[config.mk]
export PLATFORM = sky130hd
export DESIGN_NAME = uart_controller_flat
export DESIGN_NICKNAME = d
export VERILOG_FILES = /design/src/rtl/uart_controller_if.sv /design/src/rtl/uart_controller.sv /design/src/flat_wrapper.sv
export SDC_FILE = /design/constraint.sdc
export NUM_CORES = 1
export LEC_CHECK = 0
export ABC_CLOCK_PERIOD_IN_PS = 2700
export BUFFER_PORTS_ARGS = -buffer_cell sky130_fd_sc_hd__clkbuf_2
export CORE_MARGIN = 2
export CORE_UTILIZATION = 35
export DETAILED_ROUTE_END_ITERATION = 7
export GPL_TIMING_DRIVEN = 0
export SLEW_MARGIN = 10
export SYNTH_ARGS = -nofsm -noshare
export SYNTH_HDL_FRONTEND = slang
export SYNTH_SLANG_ARGS = --single-unit
[constraint.sdc]
create_clock -name clk -period 2.7 [get_ports clk]
set_input_delay 0.135 -clock clk [delete_from_list [all_inputs] [get_ports clk]]
set_output_delay 0.135 -clock clk [all_outputs]
set_load 0.05 [all_outputs]
[src/rtl/uart_controller_if.sv]
// Host-side bus of the UART controller: TX push, RX pop, received byte and RX-ready interrupt.
interface uart_controller_if;
  logic [7:0] data_in;
  logic       write_nic;
  logic       read_nic;
  logic [7:0] data_out;
  logic       read_nic_i;

  modport master (
    output data_in, write_nic, read_nic,
    input  data_out, read_nic_i
  );

  modport slave (
    input  data_in, write_nic, read_nic,
    output data_out, read_nic_i
  );
endinterface

[src/rtl/uart_controller.sv]
// Full-duplex 8N1 UART controller: host-fed TX FIFO serialised on tx, and a framed,
// checked rx stream queued in an RX FIFO that the host pops.
module uart_controller #(
  parameter int unsigned CLKS_PER_BIT = 434,
  parameter int unsigned FIFO_DEPTH   = 8
) (
  input  logic             clk,
  input  logic             rst,
  uart_controller_if.slave host,
  input  logic             rx,
  output logic             tx
);
  localparam int unsigned WORD_SIZE = 8;
  localparam int unsigned CNT_W     = $clog2(CLKS_PER_BIT);
  localparam int unsigned PTR_W     = $clog2(FIFO_DEPTH);
  localparam int unsigned LEVEL_W   = PTR_W + 1;
  localparam int unsigned IDX_W     = $clog2(WORD_SIZE);

  localparam logic [CNT_W-1:0]   BIT_END  = CNT_W'(CLKS_PER_BIT - 1);
  localparam logic [CNT_W-1:0]   HALF_END = CNT_W'(CLKS_PER_BIT / 2 - 1);
  localparam logic [IDX_W-1:0]   LAST_BIT = IDX_W'(WORD_SIZE - 1);
  localparam logic [LEVEL_W-1:0] FULL     = LEVEL_W'(FIFO_DEPTH);

  localparam logic [1:0] IDLE  = 2'd0;
  localparam logic [1:0] START = 2'd1;
  localparam logic [1:0] DATA  = 2'd2;
  localparam logic [1:0] STOP  = 2'd3;

  // ---------------- TX FIFO ----------------
  logic [WORD_SIZE-1:0] tx_mem [FIFO_DEPTH];
  logic [PTR_W-1:0]     tx_wr_ptr, tx_rd_ptr;
  logic [LEVEL_W-1:0]   tx_level;
  logic                 tx_push_c, tx_pop_c;

  assign tx_push_c = host.write_nic && (tx_level != FULL);

  always_ff @(posedge clk) begin
    if (tx_push_c) tx_mem[tx_wr_ptr] <= host.data_in;
  end

  always_ff @(posedge clk or negedge rst) begin
    if (!rst) begin
      tx_wr_ptr <= '0;
      tx_rd_ptr <= '0;
      tx_level  <= '0;
    end else begin
      if (tx_push_c) tx_wr_ptr <= tx_wr_ptr + PTR_W'(1);
      if (tx_pop_c)  tx_rd_ptr <= tx_rd_ptr + PTR_W'(1);
      tx_level <= tx_level + LEVEL_W'(tx_push_c) - LEVEL_W'(tx_pop_c);
    end
  end

  // ---------------- TX FSM ----------------
  logic [1:0]           tx_state, tx_state_n;
  logic [CNT_W-1:0]     tx_cnt, tx_cnt_n;
  logic [IDX_W-1:0]     tx_idx, tx_idx_n;
  logic [WORD_SIZE-1:0] tx_shift, tx_shift_n;
  logic                 tx_line_n;

  always_ff @(posedge clk or negedge rst) begin
    if (!rst) begin
      tx_state <= IDLE;
      tx_cnt   <= '0;
      tx_idx   <= '0;
      tx_shift <= '0;
      tx       <= 1'b1;
    end else begin
      tx_state <= tx_state_n;
      tx_cnt   <= tx_cnt_n;
      tx_idx   <= tx_idx_n;
      tx_shift <= tx_shift_n;
      tx       <= tx_line_n;
    end
  end

  always_comb begin
    tx_state_n = tx_state;
    tx_cnt_n   = tx_cnt;
    tx_idx_n   = tx_idx;
    tx_shift_n = tx_shift;
    tx_pop_c   = 1'b0;
    case (tx_state)
      IDLE: begin
        if (tx_level != '0) begin
          tx_pop_c   = 1'b1;
          tx_shift_n = tx_mem[tx_rd_ptr];
          tx_cnt_n   = '0;
          tx_state_n = START;
        end
      end
      START: begin
        if (tx_cnt == BIT_END) begin
          tx_cnt_n   = '0;
          tx_idx_n   = '0;
          tx_state_n = DATA;
        end else begin
          tx_cnt_n = tx_cnt + CNT_W'(1);
        end
      end
      DATA: begin
        if (tx_cnt == BIT_END) begin
          tx_cnt_n   = '0;
          tx_shift_n = tx_shift >> 1;
          if (tx_idx == LAST_BIT) tx_state_n = STOP;
          else                    tx_idx_n   = tx_idx + IDX_W'(1);
        end else begin
          tx_cnt_n = tx_cnt + CNT_W'(1);
        end
      end
      STOP: begin
        if (tx_cnt == BIT_END) begin
          tx_cnt_n = '0;
          // Chain straight into the next start bit so queued frames leave back to back.
          if (tx_level != '0) begin
            tx_pop_c   = 1'b1;
            tx_shift_n = tx_mem[tx_rd_ptr];
            tx_state_n = START;
          end else begin
            tx_state_n = IDLE;
          end
        end else begin
          tx_cnt_n = tx_cnt + CNT_W'(1);
        end
      end
    endcase
    tx_line_n = (tx_state_n == START) ? 1'b0 :
                (tx_state_n == DATA)  ? tx_shift_n[0] : 1'b1;
  end

  // ---------------- RX synchroniser and FSM ----------------
  logic                 rx_meta, rx_sync;
  logic [1:0]           rx_state, rx_state_n;
  logic [CNT_W-1:0]     rx_cnt, rx_cnt_n;
  logic [IDX_W-1:0]     rx_idx, rx_idx_n;
  logic [WORD_SIZE-1:0] rx_shift, rx_shift_n;
  logic                 rx_wait, rx_wait_n;
  logic                 rx_push_c;

  always_ff @(posedge clk or negedge rst) begin
    if (!rst) begin
      rx_meta  <= 1'b1;
      rx_sync  <= 1'b1;
      rx_state <= IDLE;
      rx_cnt   <= '0;
      rx_idx   <= '0;
      rx_shift <= '0;
      rx_wait  <= 1'b0;
    end else begin
      rx_meta  <= rx;
      rx_sync  <= rx_meta;
      rx_state <= rx_state_n;
      rx_cnt   <= rx_cnt_n;
      rx_idx   <= rx_idx_n;
      rx_shift <= rx_shift_n;
      rx_wait  <= rx_wait_n;
    end
  end

  always_comb begin
    rx_state_n = rx_state;
    rx_cnt_n   = rx_cnt;
    rx_idx_n   = rx_idx;
    rx_shift_n = rx_shift;
    rx_wait_n  = rx_wait;
    rx_push_c  = 1'b0;
    case (rx_state)
      IDLE: begin
        if (!rx_sync) begin
          rx_cnt_n   = '0;
          rx_state_n = START;
        end
      end
      START: begin
        if (rx_cnt == HALF_END) begin
          rx_cnt_n   = '0;
          rx_idx_n   = '0;
          rx_state_n = rx_sync ? IDLE : DATA;
        end else begin
          rx_cnt_n = rx_cnt + CNT_W'(1);
        end
      end
      DATA: begin
        if (rx_cnt == BIT_END) begin
          rx_cnt_n   = '0;
          rx_shift_n = {rx_sync, rx_shift[WORD_SIZE-1:1]};
          if (rx_idx == LAST_BIT) rx_state_n = STOP;
          else                    rx_idx_n   = rx_idx + IDX_W'(1);
        end else begin
          rx_cnt_n = rx_cnt + CNT_W'(1);
        end
      end
      STOP: begin
        // After a framing error, hold off until the line idles high again.
        if (rx_wait) begin
          if (rx_sync) begin
            rx_wait_n  = 1'b0;
            rx_state_n = IDLE;
          end
        end else if (rx_cnt == BIT_END) begin
          rx_cnt_n = '0;
          if (rx_sync) begin
            rx_push_c  = 1'b1;
            rx_state_n = IDLE;
          end else begin
            rx_wait_n = 1'b1;
          end
        end else begin
          rx_cnt_n = rx_cnt + CNT_W'(1);
        end
      end
    endcase
  end

  // ---------------- RX FIFO and host read port ----------------
  logic [WORD_SIZE-1:0] rx_mem [FIFO_DEPTH];
  logic [PTR_W-1:0]     rx_wr_ptr, rx_rd_ptr;
  logic [LEVEL_W-1:0]   rx_level, rx_level_nxt;
  logic                 rx_wr_c, rx_rd_c;

  assign rx_wr_c      = rx_push_c && (rx_level != FULL);
  assign rx_rd_c      = host.read_nic && (rx_level != '0);
  assign rx_level_nxt = rx_level + LEVEL_W'(rx_wr_c) - LEVEL_W'(rx_rd_c);

  always_ff @(posedge clk) begin
    if (rx_wr_c) rx_mem[rx_wr_ptr] <= rx_shift;
  end

  always_ff @(posedge clk or negedge rst) begin
    if (!rst) begin
      rx_wr_ptr       <= '0;
      rx_rd_ptr       <= '0;
      rx_level        <= '0;
      host.data_out   <= '0;
      host.read_nic_i <= 1'b0;
    end else begin
      if (rx_wr_c) rx_wr_ptr <= rx_wr_ptr + PTR_W'(1);
      if (rx_rd_c) begin
        rx_rd_ptr     <= rx_rd_ptr + PTR_W'(1);
        host.data_out <= rx_mem[rx_rd_ptr];
      end
      rx_level        <= rx_level_nxt;
      host.read_nic_i <= (rx_level_nxt != '0);
    end
  end

endmodule

[src/flat_wrapper.sv]
// flat-port wrapper written by rule: the top's interface ports become plain ports
module uart_controller_flat 
#(
  parameter int unsigned CLKS_PER_BIT = 434,
  parameter int unsigned FIFO_DEPTH   = 8
)
  (clk, rst, rx, tx, host_data_in, host_write_nic, host_read_nic, host_data_out, host_read_nic_i);
  uart_controller_if host_i ();
  input  logic clk;
  input  logic rst;
  input  logic rx;
  output logic tx;
  input wire logic [$bits(host_i.data_in)-1:0] host_data_in;
  input wire logic [$bits(host_i.write_nic)-1:0] host_write_nic;
  input wire logic [$bits(host_i.read_nic)-1:0] host_read_nic;
  output wire logic [$bits(host_i.data_out)-1:0] host_data_out;
  output wire logic [$bits(host_i.read_nic_i)-1:0] host_read_nic_i;
  assign host_i.data_in = host_data_in;
  assign host_i.write_nic = host_write_nic;
  assign host_i.read_nic = host_read_nic;
  assign host_data_out = host_i.data_out;
  assign host_read_nic_i = host_i.read_nic_i;
  uart_controller #(.CLKS_PER_BIT(CLKS_PER_BIT), .FIFO_DEPTH(FIFO_DEPTH)) u_core (.clk(clk), .rst(rst), .host(host_i), .rx(rx), .tx(tx));
endmodule
==> metrics.txt, run 1 <==
YS warnings 0; status complete, no violations; largest net degree at the start of global routing 48; Max Cap Violations 0; share of layout cells above drive strength 1 23.3%; Clock Path Buffers 3; Worst Path Max Fanout 2; Slew Viols, Final 0; antenna violations before repair 0; fill count 2295; CTS tree done; starting density of the core 35.5%; clock transition at the registers of the reported paths 0.06 ns; vias per cell 5.01; largest cells by area after synthesis edfxtp_1, dfrtp_1, mux4_2, ha_1, mux2i_1; worst path cell trace inv_2 -> ha_4 -> nand4b_1 -> or3_4 -> a2111oi_4 -> ha_2 -> fa_1 -> or4_1; Crit. End Element register; Skew-Pair Late Insertion Delay 0.51 ns; clock net sink count between 200 and 250; syn nets 639; Final Core Density between 40% and 50%; synthesized area 0.00891 mm^2; Top FF cell, synth edfxtp_1; DIE HEIGHT approximately 160 um; # setup viols final 0; grt ovf 0; Post-synth EDFFs 128; Final Hold Viols 0; share of the synthesized area in the top cell type 43.1%; Port Buffers 22; drt wl/cell 16.5 um; hold depth 3; Crit path largest cell delay 0.53 ns; GRT Util Overall 12.7%; list of most frequent post-synthesis cells edfxtp_1, dfrtp_1, nand2_1; Final Wtd Congestion ~0.75; Die Wd 164 um; Final Skew 0.0181 ns; Reg2Reg Depth 8; Fmax achieved ~380 MHz; Crit path arrival time 3.04 ns; Total Power between 8 and 9 mW; antenna viol nets, final 0; residual DRC count 0; layout net count between 700 and 800; placed insts 946; distinct cell type count after synthesis a little under 60; most common cell in the netlist edfxtp_1; Antenna Cells 0; Num CTS Buffers 22; worst slew pin tran 0.865 ns; P per Cell Area 782 mW/mm^2; minimum clock period after layout 2.66 ns; first-pass GRT wire length 27100 um; beginning of the worst hold path host_read_nic; H-tree depth 1; Async SR Flop Fraction 37.6%; drt pass-1 iters 4; number of global-route vias before repair approximately 5300; site row count 58; r2r setup slk 0.04 ns; critical path type reg -> reg; Synth Register Bits 205; core area ~0.025 mm^2; syn avg cell area 15.0 um^2; CP max stage cell or4_1; Hold Path Class in -> reg; post-synth top area cell edfxtp_1; worst vdd ir ~0.54 mV; worst r2r src u_core.rx_cnt[1]; DRT iter0 DRCs 284; via count 5044; root buf cell clkbuf_16; drt total wl 16600 um; die area 0.0268 mm^2; Final Cycle Share 98.6%; RSZ-0062 raised after global routing yes; sequential area share after synthesis 64.8%; synthesized instance count just under 600; Worst EP required 3.08 ns; Post-Layout Cell Count 1007; DP Wirelength 11100 um; Area growth syn-to-layout 18.0%; crit path launch type register; hold worst-path end u_core.host.data_out[2]; number of primary I/O pins 23; Pleak about 3.7 nW; Crit Reg-Reg Endpoint u_core.host.read_nic_i; worst rel slew slack 42.2%
==> area by class of cell <==
cell class | instances | area, um^2 | area share [%]
clock inverter | 14 | 188 | 1.78
multi-input combinational | 348 | 3090 | 29.4
sequential | 205 | 5780 | 54.9
tap | 330 | 413 | 3.92
buffer | 16 | 67.6 | 0.642
clock buffer | 26 | 576 | 5.47
timing repair buffer | 44 | 323 | 3.07
inverter | 24 | 90.1 | 0.856
==> kinds of logic (layout without fill, tap and decap cells) <==
kind of cell	Yosys count	in the layout	share of synthesized area, %
flip-flops	205	205	64.8
XOR/XNOR	19	19	1.87
AO/OA/AOI/OAI	94	94	7.17
adder cells (fa/ha/maj)	33	33	4.80
AND/OR/NAND/NOR	141	141	8.07
multiplexers	61	61	11.6
buffers and inverters	40	124	1.77
==> flip-flops by register name, indices dropped and copies added, names as in the netlist, 2 cells and up, named ones only <==
register and flops:
u_core.rx_mem 64, u_core.tx_mem 64, u_core.rx_cnt 9, u_core.tx_cnt 9, u_core.host.data_out 8, u_core.rx_shift 8
u_core.tx_shift 8, u_core.rx_level 4, u_core.tx_level 4, u_core.rx_idx 3, u_core.rx_rd_ptr 3, u_core.rx_wr_ptr 3
u_core.tx_idx 3, u_core.tx_rd_ptr 3, u_core.tx_wr_ptr 3, u_core.tx_state 2
==> metrics by stage <==
step | TNS [ns] | setup WS (ns) | instance area (um^2) | hold WS (ns)
2_1_floorplan | -0.0955 | -0.0955 | 8910 | -0.161
3_3_place_gp | -12.16 | -0.503 | 9440 | 0.232
3_5_place_dp | -9.03 | -0.353 | 9480 | 0.157
4_1_cts | -0.0996 | -0.0996 | 10400 | 0.0844
5_1_grt | -0.248 | -0.0901 | 10500 | 0.0619
6_report | 0 | 0.0375 | 10500 | 0.0191
==> report_power, final <==
part           internal, mW  total [mW]  switching (mW)
combinational         0.504        1.31           0.804
clock                  1.91        3.12            1.21
sequential             3.64        3.80           0.158
==> layer usage <==
layer  part of all wire [%]  GRT usage, %  wire [um]
met1                     43          15.3       7080
met2                     52          23.4       8660
met3                    3.4          2.11        573
met4                    2.0          3.43        334
met5                      0             0          0
==> what timing repair did <==
| action | 4_1_cts | 5_1_grt |
|---|---|---|
| resized for setup | 13 | 11 |
| pin swaps | 4 | 7 |
| hold buffers | 10 | 0 |
| endpoints found under the hold margin | 95 | 0 |
| buffers inserted | 6 | 5 |
| endpoints found under the setup margin | 68 | 33 |
==> worst max-delay path by stage <==
stage	startpoint	to	slack, ns	cells after the start
3_5_place_dp	u_core.tx_cnt[0]	u_core.tx_level[2]	-0.35	10
6_report	u_core.rx_cnt[1]	u_core.host.read_nic_i	0.04	8
2_1_floorplan	u_core.rx_cnt[1]	u_core.host.read_nic_i	-0.1	8
4_1_cts	u_core.rx_cnt[1]	u_core.host.read_nic_i	-0.1	8
5_1_grt	u_core.rx_cnt[1]	u_core.host.read_nic_i	-0.09	8
3_3_place_gp	u_core.rx_cnt[1]	u_core.rx_mem[0][1]	-0.50	7
==> critical path, delay by kind of cell, from the launching register on <==
| family | cells | cell delay [ns] |
|---|---|---|
| flip-flops | 1 | 0.40 |
| adder cells (fa/ha/maj) | 3 | 0.81 |
| AO/OA/AOI/OAI | 1 | 0.24 |
| AND/OR/NAND/NOR | 3 | 1.00 |
| buffers and inverters | 1 | 0.08 |
==> placed cells by master, fill, tap and decap left out, drive strengths merged, types with 9 or more instances in the layout <==
cell	synthesis	routed
a21oi	15	15
a22o	11	11
buf	8	20
clkbuf	8	56
dfrtp	74	74
dlygate4sd3	0	10
edfxtp	128	128
ha	31	31
inv	24	24
mux2	12	12
mux2i	17	17
mux4	32	32
nand2	44	44
nand2b	9	9
nor2	40	40
nor3	15	15
o21ai	30	30
xnor2	9	9
xor2	10	10
Power figures use the tool's default switching activity.
==> run 2: changes to the inputs <==
ABC_AREA = 1   (was unset)
==> run 2 against run 1 <==
  * Global-route usage is 1.9 points higher
  * Sequential power barely moved
  * Non-clock buffer count is the same
  * Critical path type unchanged
  * Highest routed layer unchanged
  * First-iteration DRC count is 57% higher
  * Via count grew 22%
  * Largest cell class unchanged
==> metrics.txt, run 2 <==
Die Wd 165 um; syn avg cell area 10.5 um^2; crit path launch type register; Crit. End Element register; combinational group share of total power between 10% and 20%; Final Cycle Share 93.7%; most common cell after layout, fill and taps aside nand2_1; layout net count 971; CP max stage cell nor3_2; distinct cell type count after synthesis 43; antenna viol nets, final 0; clock transition at the registers of the reported paths 0.06 ns; minimum clock period after layout 2.53 ns; first-pass GRT wire length 31300 um; via count 6169; Critical Path Most Common Cell nor3_2; worst vdd ir 0.454 mV; drt wl/cell about 15 um; placed insts around 1200; P per Cell Area 824 mW/mm^2; DP Wirelength roughly 12000 um; YS warnings 0; Antenna Cells 0; starting density of the core approximately a third; Largest regs u_core.rx_mem x64, u_core.tx_mem x64; Worst Path Max Fanout 8; Crit path arrival time 2.67 ns; clock net sink count 205; largest net degree at the start of global routing 50; Post-synth EDFFs 128; core area ~0.026 mm^2; worst slew pin tran between 1 and 1.5 ns; worst path bufs/invs 2; Top FF cell, synth edfxtp_1; drt pass-1 iters 4; number of global-route vias before repair 6192; antenna violations before repair 0; Worst EP required 2.84 ns; Total Power 8.79 mW; Cell Int Power 6.18 mW; fill count 2401; Post-Layout Cell Count 1278; syn nets 909; grt ovf 0; hold slack 0.127 ns; setup TNS 0 ns; largest cells by area after synthesis edfxtp_1, dfrtp_1, nand2_1, o21ai_0, ha_1; Post-Place Setup Slack -0.276 ns; sequential area share after synthesis 63.4%; Clock power frac between 30% and 40%; Final Hold Viols 0; number of primary I/O pins 23; cell family with most CP delay simple AND/OR/NAND/NOR gates; share of the synthesized area in the top cell type a little over two fifths; drt total wl 18800 um; Skew-Pair Late Insertion Delay just over 0.5 ns; post-synth top area cell edfxtp_1; residual DRC count 0; worst path cell trace inv_1 -> ha_1 -> nand2_1 -> nor3_2 -> nand2_2 -> nor3_4 -> inv_2 -> or2_4 -> nor3_2; list of most frequent post-synthesis cells nand2_1, edfxtp_1, nor2_1; GRT Util Overall between 10 and 15%; worst rel slew slack 32.9%; Area growth syn-to-layout 17.1%; synthesized instance count 863; Clock Path Buffers 3; Final Wtd Congestion 0.790; Synth Register Bits ~200; root buf cell clkbuf_16; CTS tree done; switching power ~2.6 mW; synthesized area 0.00910 mm^2; vias per cell 4.83; Async SR Flop Fraction 37.6%; RSZ-0062 raised after global routing yes; Fmax achieved 395 MHz; Crit path largest cell delay 0.56 ns; Pleak 4.26 nW; site row count 59; share of layout cells above drive strength 1 11.2%; Hold Path Class in -> async; most frequent cells in the layout nand2_1, edfxtp_1, nor2_1; Num CTS Buffers 24; status complete, no violations; Final WS setup 0.170 ns; Final Skew ~0.012 ns; Switching Fraction 29.6%; Max Cap Violations 0; register share of total power 43.4%; die area 0.0273 mm^2; most common cell in the netlist nand2_1; # setup viols final 0; Slew Viols, Final 0; DRT iter0 DRCs 447; critical path type reg -> reg; Port Buffers 22; DIE HEIGHT 165 um; H-tree depth 1
-- run 2: cell types whose count changed in the layout (fill, tap and decap cells not counted), moves of 18 or more --
cell	before	now
inv_1	23	86
mux4_2	32	0
o21ai_0	29	86
nand2_1	42	161
nand3_1	7	50
o22ai_1	0	18
nor2_1	29	95
-- run 2: per-stage QoR --
stage / instance area [um^2] / util, %
after floorplan: 9100 / -
after global placement: 9630 / 37.4
after detailed placement: 9670 / 37.5
after CTS: 10600 / 41.2
after global routing: 10700 / 41.4
final: 10700 / 41.4
-- run 2: worst register-to-register path, stage by stage (launching register included) --
cell and delay (ns):
dfrtp_1 0.37, inv_1 0.12, ha_1 0.17, nand2_1 0.06
nor3_2 0.13, nand2_2 0.13, nor3_4 0.29, inv_2 0.06
or2_4 0.27, nor3_2 0.56
-- run 2: kinds of logic after synthesis --
group                    Yosys count  share of synthesized area (%)
AND/OR/NAND/NOR                  344                           16.1
buffers and inverters            117                           4.93
XOR/XNOR                          11                           1.06
AO/OA/AOI/OAI                    152                           9.64
adder cells (fa/ha/maj)           33                           4.70
flip-flops                       205                           63.4
multiplexers                       1                          0.124
-- run 2: layout make-up --
type	instances	area (um^2)	area share (%)
Inverter	93	349	3.27
Sequential cell	205	5770	54.2
Clock inverter	11	114	1.07
Tap cell	335	419	3.93
Multi-Input combinational cell	541	2930	27.5
Buffer	24	101	0.951
Timing Repair Buffer	36	268	2.51
Clock buffer	33	706	6.62
-- run 2: per-layer routing --
metal	routed length [um]	global-route usage, %	part of all wire (%)	vias up
met3	712	2.35	3.8	28
met1	8500	18.8	45	2963
met4	428	5.02	2.3	0
met2	9120	24.9	49	104
li1	-	-	-	3074
met5	0	0	0	-
-- run 2: final timing paths --
check / startpoint / end / slack (ns) / cells past startpoint
max: u_core.rx_cnt[1] / u_core.rx_mem[6][3] / 0.17 / 9
min: rst / u_core.host.data_out[3] / 0.13 / 2
min reg2reg: u_core.rx_meta / u_core.rx_sync / 0.35 / 0
min in group clk: rx / u_core.rx_meta / 0.26 / 2
max in group asynchronous: rst / u_core.tx / 1.91 / 3
max reg2reg: u_core.rx_cnt[1] / u_core.rx_mem[6][3] / 0.17 / 9
-- run 2: repair_timing --
| action | 4_1_cts | 5_1_grt |
|---|---|---|
| pin swaps | 0 | 1 |
| gates resized for setup | 0 | 7 |
| endpoints found under the hold margin | 113 | 0 |
| setup endpoints to repair | 56 | 30 |
| hold buffers | 12 | 0 |
| buffers inserted | 0 | 1 |
-- run 2: power by group through the flow --
stage | clock network (mW) | registers (mW) | logic (mW)
after floorplan | 0 | 4.06 | 0.981
after global placement | 0 | 3.87 | 1.65
after detailed placement | 0 | 3.88 | 1.69
after CTS | 3.34 | 3.82 | 1.72
after global routing | 3.48 | 3.86 | 1.94
final | 3.28 | 3.82 | 1.69
==> run 3: changes to the inputs <==
MAX_ROUTING_LAYER = met4   (was unset)
==> run 3 against run 2 <==
  * Core utilization unchanged
  * Routed wire length increased by 0.13%
  * Via count increased by 0.39%
  * First-iteration DRC count unchanged
  * Sequential power about the same
  * Maximum frequency increased by 0.22%
  * Die area unchanged
  * Final area unchanged
  * Clock-buffer cell count unchanged
  * Clock power about the same
  * Critical path type unchanged
==> metrics.txt, run 3 (same netlist as run 2, synthesis figures left out) <==
Multi-input gate area around 0.0029 mm^2; Num CTS Buffers 24; first-pass GRT wire length 31400 um; largest net degree at the start of global routing 50; clock net sink count roughly 200; setup TNS 0 ns; fill count 2401; antenna violations before repair 0; DP Wirelength 12300 um; site row count 59; H-tree depth 1; worst vdd ir 0.455 mV; P per Cell Area a little over 800 mW/mm^2; Area growth syn-to-layout 17.1%; Max Cap Violations 0; most common cell after layout, fill and taps aside nand2_1; Clock Path Buffers 3; drt wl/cell 14.7 um; Fmax achieved 396 MHz; Final Wtd Congestion 0.801; root buf cell clkbuf_16; Largest regs u_core.rx_mem x64, u_core.tx_mem x64; most frequent cells in the layout nand2_1, edfxtp_1, nor2_1; minimum clock period after layout around 2.5 ns; Final Skew 0.0116 ns; layout net count 971; Antenna Cells 0; share of layout cells above drive strength 1 11.2%; Crit. End Element register; Final Core Density 41.4%; core area 0.0258 mm^2; DIE HEIGHT 165 um; Crit path arrival time roughly 2.7 ns; Post-Layout Cell Count 1278; worst slew pin tran 0.989 ns; grt ovf 0; Final Cycle Share 93.5%; Worst EP required 2.84 ns; placed insts 1221; Worst Path Max Fanout 8; critical path type reg -> reg; number of global-route vias before repair 6184; worst rel slew slack 33.8%; drt total wl between 15000 and 20000 um; antenna viol nets, final 0; design area 0.0107 mm^2; status complete, no violations; area of placed instances 0.00967 mm^2; CTS tree done; storage element area 0.00577 mm^2; Final WS setup 0.176 ns; r2r setup slk ~0.18 ns; # setup viols final 0; clock transition at the registers of the reported paths 0.06 ns; GRT Util Overall 15.0%; DRT iter0 DRCs 447; starting density of the core 35.3%; Hold Path Class in -> async; Skew-Pair Late Insertion Delay 0.51 ns; Slew Viols, Final 0; die area 0.0273 mm^2; vias per cell 4.85; RSZ-0062 raised after global routing yes; drt pass-1 iters 5; Post-Place Setup Slack -0.276 ns; Die Wd approximately 170 um; via count 6193; crit path launch type register; Pleak 4.26 nW; Final Hold Viols 0; Port Buffers 22; number of primary I/O pins 23; residual DRC count 0
-- run 3: cell counts in the layout (fill, tap and decap cells not counted) --
Identical to the previous run, type by type.
-- run 3: timing repair --
action	4_1_cts	5_1_grt
pin swaps	0	1
buffers inserted	0	1
hold buffers	12	0
hold endpoints to repair	113	0
gates resized for setup	0	7
endpoints found under the setup margin	56	30
-- run 3: path summary, 6_finish.rpt --
kind	cells after the start	endpoint	startpoint
max	9	u_core.rx_mem[6][3]	u_core.rx_cnt[1]
min	2	u_core.host.data_out[3]	rst
max reg2reg	9	u_core.rx_mem[6][3]	u_core.rx_cnt[1]
min reg2reg	0	u_core.rx_sync	u_core.rx_meta
max in group asynchronous	3	u_core.tx	rst
min in group clk	2	u_core.rx_meta	rx
-- run 3: per-layer routing --
metal	track usage (%)	vias to the layer above	share of wire, %
li1	-	3075	-
met1	18.8	2986	45
met2	24.9	104	49
met3	2.35	28	4.2
met4	5.02	0	2.2
met5	-	-	0
-- run 3: through the flow --
stage	power, mW	hold WS, ns
2_1_floorplan	5.04	-0.161
3_3_place_gp	5.52	0.227
3_5_place_dp	5.58	0.134
4_1_cts	8.88	0.139
5_1_grt	9.28	0.178
6_report	8.79	0.130
-- run 3: report_power, final --
part	switching, mW	internal, mW
Sequential	0.155	3.66
Combinational	1.19	0.501
Clock	1.25	2.02
-- run 3: cell type report --
type / instances / area share (%)
Tap cell: 335 / 3.93
Inverter: 93 / 3.27
Clock inverter: 11 / 1.07
Sequential cell: 205 / 54.2
Timing Repair Buffer: 36 / 2.51
Buffer: 24 / 0.951
Multi-Input combinational cell: 541 / 27.5
Clock buffer: 33 / 6.62
-- run 3: worst max-delay path, stage by stage (launching register included) --
cell     delay, ns
dfrtp_1       0.37
inv_1         0.12
ha_1          0.17
nand2_1       0.06
nor3_2        0.13
nand2_2       0.12
nor3_4        0.29
inv_2         0.06
or2_4         0.27
nor3_2        0.55
